File: src/rtl/reaction_display.sv
// Saturating binary-to-BCD converter (iterative double-dabble) feeding a
// time-multiplexed 4-digit seven-segment display with optional leading-zero blanking.
module reaction_display #(
  parameter int SCAN_DIV      = 10,
  parameter bit BLANK_LEADING = 1'b1
) (
  input  logic        clk,
  input  logic        reset,
  input  logic        load,
  input  logic [31:0] value,
  output logic        busy,
  output logic        valid,
  output logic [15:0] bcd,
  output logic        ovf,
  output logic [6:0]  seg,
  output logic [3:0]  an
);

  // state | meaning
  // IDLE  | waiting for load; scan shows stored digits
  // SHIFT | one add-3/shift iteration per cycle, 14 total
  // DONE  | publish work register to bcd/ovf, pulse valid
  typedef enum logic [1:0] {IDLE, SHIFT, DONE} state_t;

  localparam int PW = (SCAN_DIV > 1) ? $clog2(SCAN_DIV) : 1;
  localparam logic [PW-1:0] PRESC_LAST = PW'(SCAN_DIV - 1);

  state_t      state, state_nxt;
  logic [29:0] work;
  logic [3:0]  iter;
  logic        ovf_pend;
  logic [15:0] adj;
  logic        over;

  logic [PW-1:0] presc;
  logic [1:0]    idx;
  logic [3:0]    nib;
  logic [6:0]    seg_raw;
  logic          blank;

  function automatic logic [3:0] add3(input logic [3:0] n);
    return (n >= 4'd5) ? n + 4'd3 : n;
  endfunction

  assign over = (value > 32'd9999);
  assign adj  = {add3(work[29:26]), add3(work[25:22]),
                 add3(work[21:18]), add3(work[17:14])};
  assign busy = (state != IDLE);

  always_ff @(posedge clk or posedge reset) begin
    if (reset) state <= IDLE;
    else       state <= state_nxt;
  end

  always_comb begin
    state_nxt = state;
    case (state)
      IDLE:    if (load) state_nxt = SHIFT;
      SHIFT:   if (iter == 4'd13) state_nxt = DONE;
      DONE:    state_nxt = IDLE;
      default: state_nxt = IDLE;
    endcase
  end

  always_ff @(posedge clk or posedge reset) begin
    if (reset) begin
      work     <= '0;
      iter     <= '0;
      ovf_pend <= 1'b0;
      bcd      <= '0;
      ovf      <= 1'b0;
      valid    <= 1'b0;
    end else begin
      valid <= (state == DONE);
      case (state)
        IDLE: begin
          if (load) begin
            work     <= {16'b0, (over ? 14'd9999 : value[13:0])};
            iter     <= '0;
            ovf_pend <= over;
          end
        end
        SHIFT: begin
          // add-3 correction precedes the shift within the same iteration
          work <= {adj[14:0], work[13:0], 1'b0};
          iter <= iter + 4'd1;
        end
        DONE: begin
          bcd <= work[29:14];
          ovf <= ovf_pend;
        end
        default: ;
      endcase
    end
  end

  always_ff @(posedge clk or posedge reset) begin
    if (reset) begin
      presc <= '0;
      idx   <= '0;
    end else if (presc == PRESC_LAST) begin
      presc <= '0;
      idx   <= idx + 2'd1;
    end else begin
      presc <= presc + 1'b1;
    end
  end

  assign an = 4'b0001 << idx;

  always_comb begin
    nib   = bcd[3:0];
    blank = 1'b0;
    case (idx)
      2'd0: nib = bcd[3:0];
      2'd1: begin nib = bcd[7:4];   blank = (bcd[15:4] == 12'd0); end
      2'd2: begin nib = bcd[11:8];  blank = (bcd[15:8] == 8'd0);  end
      2'd3: begin nib = bcd[15:12]; blank = (bcd[15:12] == 4'd0); end
      default: ;
    endcase
  end

  always_comb begin
    seg_raw = 7'b0000000;
    case (nib)
      4'd0: seg_raw = 7'b0111111;
      4'd1: seg_raw = 7'b0000110;
      4'd2: seg_raw = 7'b1011011;
      4'd3: seg_raw = 7'b1001111;
      4'd4: seg_raw = 7'b1100110;
      4'd5: seg_raw = 7'b1101101;
      4'd6: seg_raw = 7'b1111101;
      4'd7: seg_raw = 7'b0000111;
      4'd8: seg_raw = 7'b1111111;
      4'd9: seg_raw = 7'b1101111;
      default: seg_raw = 7'b0000000;
    endcase
  end

  assign seg = (BLANK_LEADING && blank) ? 7'b0000000 : seg_raw;

endmodule
File: config.mk
export PLATFORM = sky130hd
export DESIGN_NAME = reaction_display
export DESIGN_NICKNAME = d
export VERILOG_FILES = /design/src/rtl/reaction_display.sv
export SDC_FILE = /design/constraint.sdc
export NUM_CORES = 1
export LEC_CHECK = 0
export BUFFER_PORTS_ARGS = -buffer_cell sky130_fd_sc_hd__buf_2
export CAP_MARGIN = 20
export CORE_ASPECT_RATIO = 1.4
export CORE_MARGIN = 2
export CORE_UTILIZATION = 55
export CTS_CLUSTER_SIZE = 12
export DETAILED_ROUTE_END_ITERATION = 8
export GPL_TIMING_DRIVEN = 1
export PLACE_DENSITY = 0.8
export SYNTH_ARGS = -nofsm -noshare
export SYNTH_HDL_FRONTEND = slang
export SYNTH_SLANG_ARGS = --single-unit
File: constraint.sdc
create_clock -name clk -period 2.1 [get_ports clk]
set_input_delay 0 -clock clk [delete_from_list [all_inputs] [get_ports clk]]
set_output_delay 0 -clock clk [all_outputs]
set_load 0.02 [all_outputs]
==> results.txt <==
----------------------------------------------------
[Clock tree]
  Clock H-tree levels ... 3
  Clock buffers created by TritonCTS ... 9
  CTS clk-pin slew, worst paths ... around 70 ps
  TritonCTS clock tree ... built
  Maximum clock insertion buffer count ... 2
  Clock latency on the worst-skew pair ... 330 ps
  Total clock sinks ... 61
  Cell chosen for the clock root ... clkbuf_8

[Worst setup path]
  Arrival time worst endpoint ... approximately 2400 ps
  WS Path Type ... reg -> out
  Terminus of the critical flop-to-flop path ... work[16]$_DFFE_PP0P_
  Reg-to-reg startpoint ... work[14]$_DFFE_PP0P_
  Ordered cell list for the critical path ... inv_4 > ha_4 > a222oi_1 > mux2_4 > buf_6 > ha_4 > o21bai_1 > a21oi_2 > buf_6
  Worst r2r path cells ... 6
  Crit path largest cell delay ... 450 ps
  Kind of capture point of the worst setup path ... primary output
  Required time of the critical path ... 2100 ps
  Startpoint types ... register
  Worst-path fanout max ... 4
  Register-to-register path setup slack ... 400 ps
  Cell with the largest stage delay on the worst path ... dfrtp_2

[Worst hold path]
  Type of the worst min-delay path ... in -> reg
  Cells on Worst Hold Path ... 4
  Hold Crit Endpoint ... ovf_pend$_DFFE_PP0P_
  Worst Hold Launch ... load

[Synth]
  Compound-cell area share of the yosys netlist ... 0.209
  Syn Std Cell Area ... 3220 um2
  Fraction of synthesized area in multiplexers ... 0.0610
  Largest family of logic cells by synthesized area ... compound AO/OA/AOI/OAI gates
  Cell count after synthesis ... 314
  Number of synthesized flops with an enable pin ... 0
  Parity-gate share of the synthesized area counting xor and xnor cells ... 0.0218
  Share of synthesized area occupied by flip-flops and latches ... 0.474
  Share of flip-flops with an asynchronous set or reset ... 1.00
  Per-instance average area after synthesis ... between 10 and 15 um2
  Main area contributors after synthesis ... dfrtp_1 (47%), ha_1 (7.4%), mux2_2 (4.5%)
  Yosys warning total ... 0
  Adder-cell share of the synthesized area ... 0.0739
  Yosys cell types ... 48
  Post-synth top area share ... 0.474
  Synth area leader ... dfrtp_1
  Post-synthesis simple-gate area fraction ... 0.107
  Leading register cell type out of synthesis ... dfrtp_1
  Nets in the synthesized netlist ... between 300 and 400
  Synthesis-stage register bit count ... roughly 60

[Floorplan]
  Die outline width ... 68.6 um
  Initial cell density of the core ... 0.561
  Std-Cell Core Area ... about 5700 um2
  Total die area ... 6490 um2
  # IOs ... 65
  Standard-cell rows ... 33
  Die extent in y ... 94.5 um

[Final layout]
  Post-route cell area ... 4330 um2
  Post-layout nets ... 466
  Fill cells ... 398
  Area overhead of the layout relative to synthesis ... 34.6%
  Share of layout cells above drive strength 1 ... 0.350
  Sequential cell area ... 1530 um2
  Area of combinational cells with multiple inputs ... 1700 um2
  Number of antenna repair diodes ... 0
  Most frequent cells in the layout ... dfrtp_1 (59), buf_2 (57), inv_1 (27), nand2_1 (23), buf_4 (23)
  Most common cell after layout, fill and taps aside ... dfrtp_1

[Detailed routing]
  Starting DRC count in detailed routing ... 95
  Post-route antenna net violation count ... 0
  First-pass iteration count of the detailed router ... 4
  DR vias ... 2777
  DRC violation count after routing ... 0
  Detailed-route wire length per cell ... 15.6 um
  Total Wirelength ... about 7600 um
  Ratio of routed vias to standard cells ... 5.70

[Pwr]
  Maximum vdd ir drop ... 0.768 mV
  Switching Power ... 2.03 mW
  Switching power as a share of total power ... 0.371
  Total Power ... about 5.5 mW
  Sequential power share ... 0.348
  Pwr dens ... around 1300 nW/um2
  Leakage dissipation ... 2.06 nW
  Clock share of power ... 0.225
  Combinational share of power ... 0.427
  Internal power of the cells ... 3.45 mW

[Placement]
  Hpwl dp ... about 5300 um
  Number of buffer cells added on primary ports ... 64
  Place WS ... -35.3 ps
  Instance area after placement ... between 3000 and 4000 um2
  Global placer's final weighted congestion ... approximately 0.82

[STA]
  Final hold violation count ... 0
  Final min period ... 2380 ps
  Clock skew after layout ... between 4 and 5 ps
  RSZ-0062 raised after global routing ... true
  Post-route worst hold slack ... between 100 and 150 ps
  Count of endpoints failing setup in the final report ... 7
  Slew at the pin closest to its max-slew limit ... ~830 ps
  Total Neg Setup Slack ... -1690 ps
  Max-slew violation total from the final report ... 0
  Maximum clock frequency ... between 400 and 500 MHz
  Final period utilization ... 1.13
  Fin worst setup slack ... -283 ps
  Headroom to the max-slew limit ... 0.447

[Run]
  Max cap viols ... 0

[Global routing]
  GRT Util Overall ... 0.259
  Pin count of the biggest net entering global routing ... 23
  Number of global-route vias before repair ... 2914
  Initial antenna violation count ... 0
  Remaining Overflow, GRT ... 0
  Wire length of the first global-routing pass ... 12400 um

[Outcome]
  Result of the run ... finished with violations
  Failing checks ... negative setup slack

----------------------------------------------------
worst max-delay path: cells and delay by family, from the launching register on:
| family | cells | cell delay (ps) |
|---|---|---|
| muxes | 1 | 240 |
| buffers and inverters | 3 | 360 |
| DFF | 1 | 450 |
| adders and majority gates | 2 | 370 |
| AOI/OAI and AO/OA | 3 | 620 |
power by group through the flow:
stage               Clock [mW]  Sequential, mW  Combinational, mW
floorplan                    0            1.91               1.52
global placement             0            1.89               2.04
detailed placement           0            1.91               2.10
CTS                       1.25            1.90               2.31
global route              1.30            1.95               2.61
finish                    1.23            1.91               2.34
synthesized netlist by cell type, types with 2 or more instances:
master	instances
o21ai_1	5
dfrtp_1	61
a21oi_1	16
nand3_1	8
a22oi_1	7
a21o_1	2
a22o_1	4
o22ai_1	13
xnor2_1	6
buf_2	3
o32ai_1	5
clkbuf_1	6
nor3b_1	3
mux2_2	13
nor4_2	2
mux2i_1	5
nor3_1	2
xor2_1	2
inv_1	33
o21ai_0	20
a32o_1	4
a222oi_1	3
nor2_1	11
ha_1	19
nand2_1	23
nand2b_1	7
nor2b_1	2
nor4_1	5
o31ai_1	5
registers in the layout (all words and copies together), names as in the netlist:
register and flops:
ovf_pend 1, state 2, iter 4, presc 4, valid 1, idx 2, bcd 16, work 30
ovf 1
metal layers:
layer	GRT usage	wire length, um	share of wire
met4	0.113	133	0.018
met3	0.0501	335	0.044
met1	0.258	2870	0.38
met2	0.494	4250	0.56
met5	0	0	0
through the flow:
stage	utilization	std cells
after global placement	0.644	448
after global routing	0.755	487
after floorplan	-	314
after detailed placement	0.644	448
after CTS	0.750	486
final	0.755	487
logic make-up (layout without fill, tap and decap cells):
group                      Yosys count  count (layout)
AOI/OAI and AO/OA                   96              96
xor gates and xnor gates             8               8
adders and majority gates           19              19
buffers and inverters               44             147
DFF                                 61              61
muxes                               18              18
and+or+nand+nor                     68              68
worst max path at each step:
stage,endpoint,slack (ps),start,cells past startpoint
after floorplan,seg[5],-80,idx[0]$_DFFE_PP0N_,7
after global placement,seg[4],50,idx[0]$_DFFE_PP0N_,9
after detailed placement,seg[6],-40,idx[0]$_DFFE_PP0N_,9
after CTS,seg[4],-260,idx[0]$_DFFE_PP0N_,9
after global routing,seg[4],-340,idx[0]$_DFFE_PP0N_,9
final,seg[1],-280,idx[0]$_DFFE_PP0N_,9
final cells by class:
class,count,share of cell area
inverter,33,0.0309
multi-input combinational,209,0.391
timing repair buffer,98,0.148
tap,70,0.0202
clock inverter,3,0.0150
clock buffer,13,0.0413
sequential,61,0.353
timing repair:
item,in CTS,in global routing
resized for setup,38,6
buffers inserted,7,1
endpoints found under the setup margin,7,7
hold buffers,15,0
pin swaps,11,2
hold endpoints to repair,34,0
Note: power is estimated with default switching activity, not from simulation.
